===== src/rtl/counter_share_sched.sv =====
// counter_share_sched: round-robin sharing of one WIDTH-bit run counter
// between two requesters. The winner owns the counter for its programmed
// length and then receives a one-cycle done pulse.
//
//   state  | meaning
//   -------+---------------------------------------------------------------
//   IDLE   | no owner; counter holds its last value; arbitrate on req
//   RUN    | owner counts 0..tgt-1, one value per cycle; abort ends early
//   DONE   | single cycle; done pulses to owner, grant/busy still high
module counter_share_sched #(
    parameter int WIDTH = 4
) (
    input  logic             clk,
    input  logic             rst,
    input  logic [1:0]       req,
    input  logic [WIDTH-1:0] len0,
    input  logic [WIDTH-1:0] len1,
    input  logic             abort,
    output logic [1:0]       grant,
    output logic             busy,
    output logic [WIDTH-1:0] count,
    output logic [1:0]       done,
    output logic             aborted
);

    typedef enum logic [1:0] {
        S_IDLE = 2'd0,
        S_RUN  = 2'd1,
        S_DONE = 2'd2
    } state_t;

    state_t           state, state_nx;
    logic             last, last_nx;
    logic [WIDTH-1:0] tgt, tgt_nx;
    logic [1:0]       grant_nx;
    logic             busy_nx;
    logic [WIDTH-1:0] count_nx;
    logic [1:0]       done_nx;
    logic             aborted_nx;

    logic             win;
    logic [WIDTH-1:0] win_len;

    // Arbitration: a lone requester wins; on a tie the one not served last wins.
    always_comb begin
        win = 1'b0;
        if (req == 2'b10) begin
            win = 1'b1;
        end else if (req == 2'b11) begin
            win = ~last;
        end
        win_len = win ? len1 : len0;
    end

    // Next-state and next-output decode; every output is registered below.
    always_comb begin
        state_nx   = state;
        last_nx    = last;
        tgt_nx     = tgt;
        grant_nx   = grant;
        busy_nx    = busy;
        count_nx   = count;
        done_nx    = 2'b00;
        aborted_nx = aborted;

        case (state)
            S_IDLE: begin
                aborted_nx = 1'b0;
                if (req != 2'b00) begin
                    // A zero length still gives one counting cycle.
                    tgt_nx   = (win_len == '0) ? WIDTH'(1) : win_len;
                    grant_nx = win ? 2'b10 : 2'b01;
                    busy_nx  = 1'b1;
                    count_nx = '0;
                    last_nx  = win;
                    state_nx = S_RUN;
                end
            end
            S_RUN: begin
                if (abort) begin
                    aborted_nx = 1'b1;
                    done_nx    = grant;
                    state_nx   = S_DONE;
                end else if (count == tgt - WIDTH'(1)) begin
                    done_nx  = grant;
                    state_nx = S_DONE;
                end else begin
                    count_nx = count + WIDTH'(1);
                end
            end
            S_DONE: begin
                grant_nx   = 2'b00;
                busy_nx    = 1'b0;
                aborted_nx = 1'b0;
                state_nx   = S_IDLE;
            end
            default: begin
                grant_nx   = 2'b00;
                busy_nx    = 1'b0;
                aborted_nx = 1'b0;
                state_nx   = S_IDLE;
            end
        endcase
    end

    // State and output registers; reset leaves the counter at a defined zero.
    always_ff @(posedge clk or negedge rst) begin
        if (!rst) begin
            state   <= S_IDLE;
            last    <= 1'b1;
            tgt     <= WIDTH'(1);
            grant   <= 2'b00;
            busy    <= 1'b0;
            count   <= '0;
            done    <= 2'b00;
            aborted <= 1'b0;
        end else begin
            state   <= state_nx;
            last    <= last_nx;
            tgt     <= tgt_nx;
            grant   <= grant_nx;
            busy    <= busy_nx;
            count   <= count_nx;
            done    <= done_nx;
            aborted <= aborted_nx;
        end
    end

endmodule


===== config.mk =====
export PLATFORM = sky130hd
export DESIGN_NAME = counter_share_sched
export DESIGN_NICKNAME = d
export VERILOG_FILES = /design/src/rtl/counter_share_sched.sv
export SDC_FILE = /design/constraint.sdc
export NUM_CORES = 1
export LEC_CHECK = 0
export ABC_AREA = 1
export ABC_CLOCK_PERIOD_IN_PS = 2400
export CORE_MARGIN = 2
export CORE_UTILIZATION = 48
export DETAILED_ROUTE_END_ITERATION = 7
export PLACE_DENSITY = 0.82
export SLEW_MARGIN = 40
export SYNTH_ARGS = -nofsm -noshare
export SYNTH_HDL_FRONTEND = slang
export SYNTH_SLANG_ARGS = --single-unit

===== constraint.sdc =====
create_clock -name clk -period 2.4 [get_ports clk]
set_clock_uncertainty 0.2 [all_clocks]
set_input_delay 0.48 -clock clk [delete_from_list [all_inputs] [get_ports clk]]
set_output_delay 0.48 -clock clk [all_outputs]
set_load 0.03 [all_outputs]

==> results.yml, run 1 <==
worst_setup_path:
  cp_max_fo: 6
  startpoint_type: "flop"
  crit_chain: "clkdlybuf4s50_1"
  cpMaxStageDelayCell: "clkdlybuf4s50_1"
  worst_ep_arrival_time_ns: 1.49
  cp_top_family: "buffers and inverters"
  setup.worst_path.class: "reg -> out"
  cp.required_ns: 1.72
  critPathMaxStageDelay_ns: 0.72
  setup.worst_path.end_class: "output port"
  crit_buf_inv: 1
synth:
  synth_nets: 140
  synth_area_um2: 938.4
  ys_seq_elements: 17
  synth_cells: 125
  ys_seq_area_share_pct: 45.60
  synth.distinct_cells: 20
  yosys_warnings: 0
  syn_avg_cell_area_um2: 7.507
global_route:
  grt_pass1_vias: 759
  grt-ovfl-total: 0
  groute.usage.overall_pct: 20.22
  grt_first_pass_wirelength_mm: 3.187
  grt_max_degree: 18
  antenna_found_initial: 0
drt:
  drc: 0
  vias: 894
  vias_per_cell: 5.080
  wirelength_mm: 1.975
  post_drt_wl_per_cell_um: 11.22
  first_pass_iters: 4
  dr.first_iter.drc_count: 40
  ant_nets: 0
floorplan:
  num_rows: 15
  dieWidth_um: 48.22
  initial_utilization_pct: 52.63
  io_pins: 23
  dieArea_um2: 2325
  core_area_um2: 1783
  die_height_um: 48.22
sta:
  hold-worst-slack_ns: 0.2698
  max_slew_margin_pct: 79.24
  fmax_mhz: 460.1
  finalCriticalPeriod_ns: 2.173
  hold_viol_final: 0
  worstMarginPinSlew_ns: 0.3105
  fin_setup_tns_ns: 0
  report.final.setup_viol: 0
  min_period_over_period_pct: 90.55
  slew_violations: 0
  rsz0062_at_grt: "false"
power_and_ir_drop:
  p_int_mw: 0.7578
  p_leak_nw: 0.6057
  switching_share_pct: 47.32
  p_seq_share_pct: 35.4
  switching_power_mw: 0.6806
  powerDensity_nw_per_um2: 1185
  pwr-share-comb_pct: 53.9
  clockPowerShare_pct: 10.6
  ir_worst_vdd_uv: 668.2
cells_and_area:
  layout-drive-gt1-share_pct: 11.92
  antenna_cells: 0
  area_growth_pct: 29.33
  post-route-cell-area_um2: 1214
  final_nets: 167
outcome:
  outcome: "complete, no violations"
placement:
  place.gp.congestion: 0.8700
  place.port_buffers: 22
  dp_hpwl_mm: 1.548
  place_area_um2: 1186
clocking:
  cts_hold_buf: 0
  cts_setup_buffers: 0
  clock_latency_ns: 0.29
  cts_tree: "yes"
  cts-resized-gates: 0
  clock-sinks: 17
  clk_pin_slew_ns: 0.10
  clockRootBuffer: "clkbuf_4"
  numCtsBuffers: 3
  clockBufferDepth: 2
  htree_levels: 1
job:
  cap_violations: 0
hold_path:
  min_path_type: "reg -> reg"
per-layer routing:
| layer | track usage, % | part of all wire, % | vias to the layer above |
|---|---|---|---|
| met3 | 3.333 | 7.6 | 4 |
| met4 | 10.27 | 2.1 | 0 |
| met2 | 31.05 | 47 | 47 |
| li1 | - | - | 444 |
| met1 | 27.46 | 44 | 399 |
| met5 | 0 | 0 | - |
worst paths after layout:
check / slack [ns] / depth (start not counted) / from / to
worst max-delay path: 0.23 / 1 / count[2] / count[2]
worst min-delay path: 0.27 / 2 / last / last
worst max register to register: 0.51 / 9 / tgt[0] / count[2]
worst min register to register: 0.27 / 2 / last / last
max in group asynchronous: 1.46 / 2 / rst / tgt[0]
min in group asynchronous: 0.30 / 2 / rst / busy
metrics by stage:
| step | total power, mW | setup slack, ns | utilization, % | std cells |
|---|---|---|---|---|
| detailed placement | 1.287 | 0.3416 | 66.53 | 172 |
| finish | 1.438 | 0.2267 | 68.07 | 176 |
| global placement | 1.265 | 0.4419 | 66.53 | 172 |
| CTS | 1.441 | 0.2267 | 68.07 | 176 |
| floorplan | 1.072 | 0.6932 | - | 125 |
| global route | 1.565 | 0.1714 | 68.07 | 176 |
layout by cell type, fill, tap and decap left out, types with 2 or more instances in the layout:
cell type        count
a21oi_1              3
clkbuf_4             3
clkdlybuf4s50_1     22
dfrtp_1             15
dfstp_2              2
ha_1                 2
inv_1               17
nand2_1             35
nand2_2              6
nand3_1             12
nor2_1              13
o21ai_0              7
o21ai_2              2
or2_1                3
final cells by class:
cell class / instances / area (µm²)
Multi-Input combinational cell: 89 / 431.7
Tap cell: 25 / 31.28
Clock inverter: 1 / 5.005
Timing Repair Buffer: 23 / 227.7
Clock buffer: 3 / 22.52
Inverter: 18 / 67.56
Fill cell: 154 / 569.3
Sequential cell: 17 / 427.9
synthesized netlist by cell type (all sizes together):
cell   count  area (µm²)
or2        3       18.77
xnor2      1       8.760
buf        1       11.26
nand3     13       70.07
o21ai     10       57.55
nand4      1       6.260
dfstp      2       52.55
inv       18       67.56
ha         2       25.02
nand2     41       168.9
a21oi      3       15.01
nor2      14       55.06
o22ai      1       6.260
dfrtp     15       375.4
cells by family (layout without fill, tap and decap cells):
family          Yosys count  after routing  share of synthesized area (%)
compound gates           14             14                          8.399
buf+inv                  19             45                          8.399
fa+ha+maj                 2              2                          2.666
flops                    17             17                          45.60
xor+xnor                  1              1                         0.9335
simple gates             72             72                          34.00
power groups by stage:
stage	Sequential, mW	Clock [mW]	Combinational (mW)
final	0.510	0.153	0.776
after global routing	0.522	0.170	0.872
after CTS	0.507	0.155	0.780
after detailed placement	0.512	0	0.775
after global placement	0.510	0	0.755
after floorplan	0.585	0	0.487
flip-flops by register name (all words and copies together), names as in the netlist:
register  flops
aborted       1
last          1
done          2
tgt           4
busy          1
grant         2
state         2
count         4
(Power assumes the default switching activity.)
==> inputs of run 2 (changes only) <==
--- a/config.mk
+++ b/config.mk
@@ -8,9 +8,9 @@
 export ABC_AREA = 1
 export ABC_CLOCK_PERIOD_IN_PS = 2400
 export CORE_MARGIN = 2
-export CORE_UTILIZATION = 48
+export CORE_UTILIZATION = 45
 export DETAILED_ROUTE_END_ITERATION = 7
-export PLACE_DENSITY = 0.82
+export PLACE_DENSITY = 0.78
 export SLEW_MARGIN = 40
 export SYNTH_ARGS = -nofsm -noshare
 export SYNTH_HDL_FRONTEND = slang
==> run 2 against run 1 <==
  * Clock-buffer cell count unchanged
  * Global-route usage down 2.9 points
  * Via count decreased by 2.9%
  * Maximum frequency is 0.85% higher
==> results.yml, run 2 (same netlist as run 1, synthesis figures left out) <==
outcome:
  outcome: "complete, no violations"
worst_setup_path:
  setup.worst_path.end_class: "output port"
  crit_chain: "clkdlybuf4s50_1"
  worst_ep_arrival_time_ns: 1.47
  startpoint_type: "flop"
  critPathMaxStageDelay_ns: 0.71
  r2r_cells: 9
  cp_top_family: "buffers and inverters"
  r2r_slack_ns: 0.52
  crit_buf_inv: 1
  worstReg2RegEnd: "count[2]"
  cp.required_ns: 1.72
  cpMaxStageDelayCell: "clkdlybuf4s50_1"
  r2r-start: "tgt[0]"
  crit_cells: 1
  setup.worst_path.class: "reg -> out"
  cp_max_fo: 6
global_route:
  grt_first_pass_wirelength_mm: 3.236
  groute.usage.overall_pct: 17.28
  gr-usage-met2_pct: 29.33
  grt.met3_usage_pct: 2.727
  antenna_found_initial: 0
  grt_max_degree: 18
  grt_pass1_vias: 818
  grt-ovfl-total: 0
  grt.busiest_layer: "met2"
  grtUsageMet1_pct: 21.10
sta:
  worstMarginPinSlew_ns: 0.3143
  slew_violations: 0
  max_slew_margin_pct: 78.98
  rsz0062_at_grt: "false"
  hold_viol_final: 0
  min_period_over_period_pct: 89.79
  fin_setup_tns_ns: 0
  finalCriticalPeriod_ns: 2.155
  report.final.setup_viol: 0
  fmax_mhz: 464.0
clocking:
  cts_tree: "yes"
  cts_setup_buffers: 0
  cts_hold_buf: 0
  clock-sinks: 17
  clockBufferDepth: 2
  numCtsBuffers: 3
  cts-resized-gates: 0
  clk_pin_slew_ns: 0.10
  htree_levels: 1
  clockRootBuffer: "clkbuf_4"
  clock_latency_ns: 0.29
floorplan:
  initial_utilization_pct: 47.83
  dieWidth_um: 49.67
  dieArea_um2: 2467
  core_area_um2: 1962
  num_rows: 16
  die_height_um: 49.67
  io_pins: 23
cells_and_area:
  antenna_cells: 0
  final_cell_mix: "nand2_1 (35), clkdlybuf4s50_1 (22), inv_1 (17), dfrtp_1 (15), nor2_1 (13)"
  seqCellArea_um2: 427.9
  reg_top3: "count x4, tgt x4"
  layout-drive-gt1-share_pct: 11.92
  multiInputGateArea_um2: 431.7
  area_growth_pct: 29.60
  utilization_pct: 61.99
  post-route-cell-area_um2: 1216
  final_common_cell: "nand2_1"
  nFillCells: 195
  final_nets: 167
drt:
  vias_per_cell: 4.876
  drc: 0
  first_pass_iters: 4
  post_drt_wl_per_cell_um: 10.70
  ant_nets: 0
  vias: 868
  dr.first_iter.drc_count: 20
  wirelength_mm: 1.904
hold_path:
  hp-start: "last"
  hold_path_depth: 2
  hold_path_end: "last"
  min_path_type: "reg -> reg"
placement:
  place.gp.congestion: 0.8033
  place_area_um2: 1189
  dp_hpwl_mm: 1.516
  place.port_buffers: 22
power_and_ir_drop:
  p_leak_nw: 0.6057
  ir_worst_vdd_uv: 844.3
  powerDensity_nw_per_um2: 1177
job:
  cap_violations: 0
## run 2: cell counts in the layout (fill, tap and decap cells not counted)
Identical to the previous run, type by type.
## run 2: report_power, final
part	leakage, nW	total (mW)	switching, mW	internal, mW
Combinational	0.374	0.774	0.486	0.288
Sequential	0.214	0.505	0.0969	0.408
Clock	0.0177	0.152	0.0899	0.0619
Total	0.606	1.43	0.673	0.758
## run 2: worst max-delay path by stage
stage	endpoint	startpoint	slack [ns]
3_5_place_dp	count[0]	req[1]	0.36
2_1_floorplan	count[0]	tgt[0]	0.69
5_1_grt	count[1]	count[1]	0.17
6_report	count[2]	count[2]	0.25
4_1_cts	count[1]	count[1]	0.24
3_3_place_gp	count[3]	req[1]	0.42
## run 2: per-layer routing
layer	up-vias	routed length (µm)	share of wire, %
met5	-	0	0
met1	388	788	41
met2	29	955	50
li1	444	-	-
met4	0	51	2.7
met3	7	109	5.7
## run 2: metrics by stage
step	worst slack (ns)	hold WS, ns	instances	power (mW)
detailed placement	0.3635	0.2590	174	1.287
finish	0.2450	0.2725	178	1.431
global placement	0.4224	0.2622	174	1.260
CTS	0.2373	0.2724	178	1.441
floorplan	0.6932	-0.01559	125	1.072
global route	0.1709	0.2991	178	1.567
## run 2: layout make-up
cell class | instances | area share, %
flip-flops and latches | 17 | 35.19
inverters | 18 | 5.556
well taps | 27 | 2.778
clock buffers | 3 | 1.852
clock inverters | 1 | 0.4115
multi-input cells | 89 | 35.49
repair buffers | 23 | 18.72
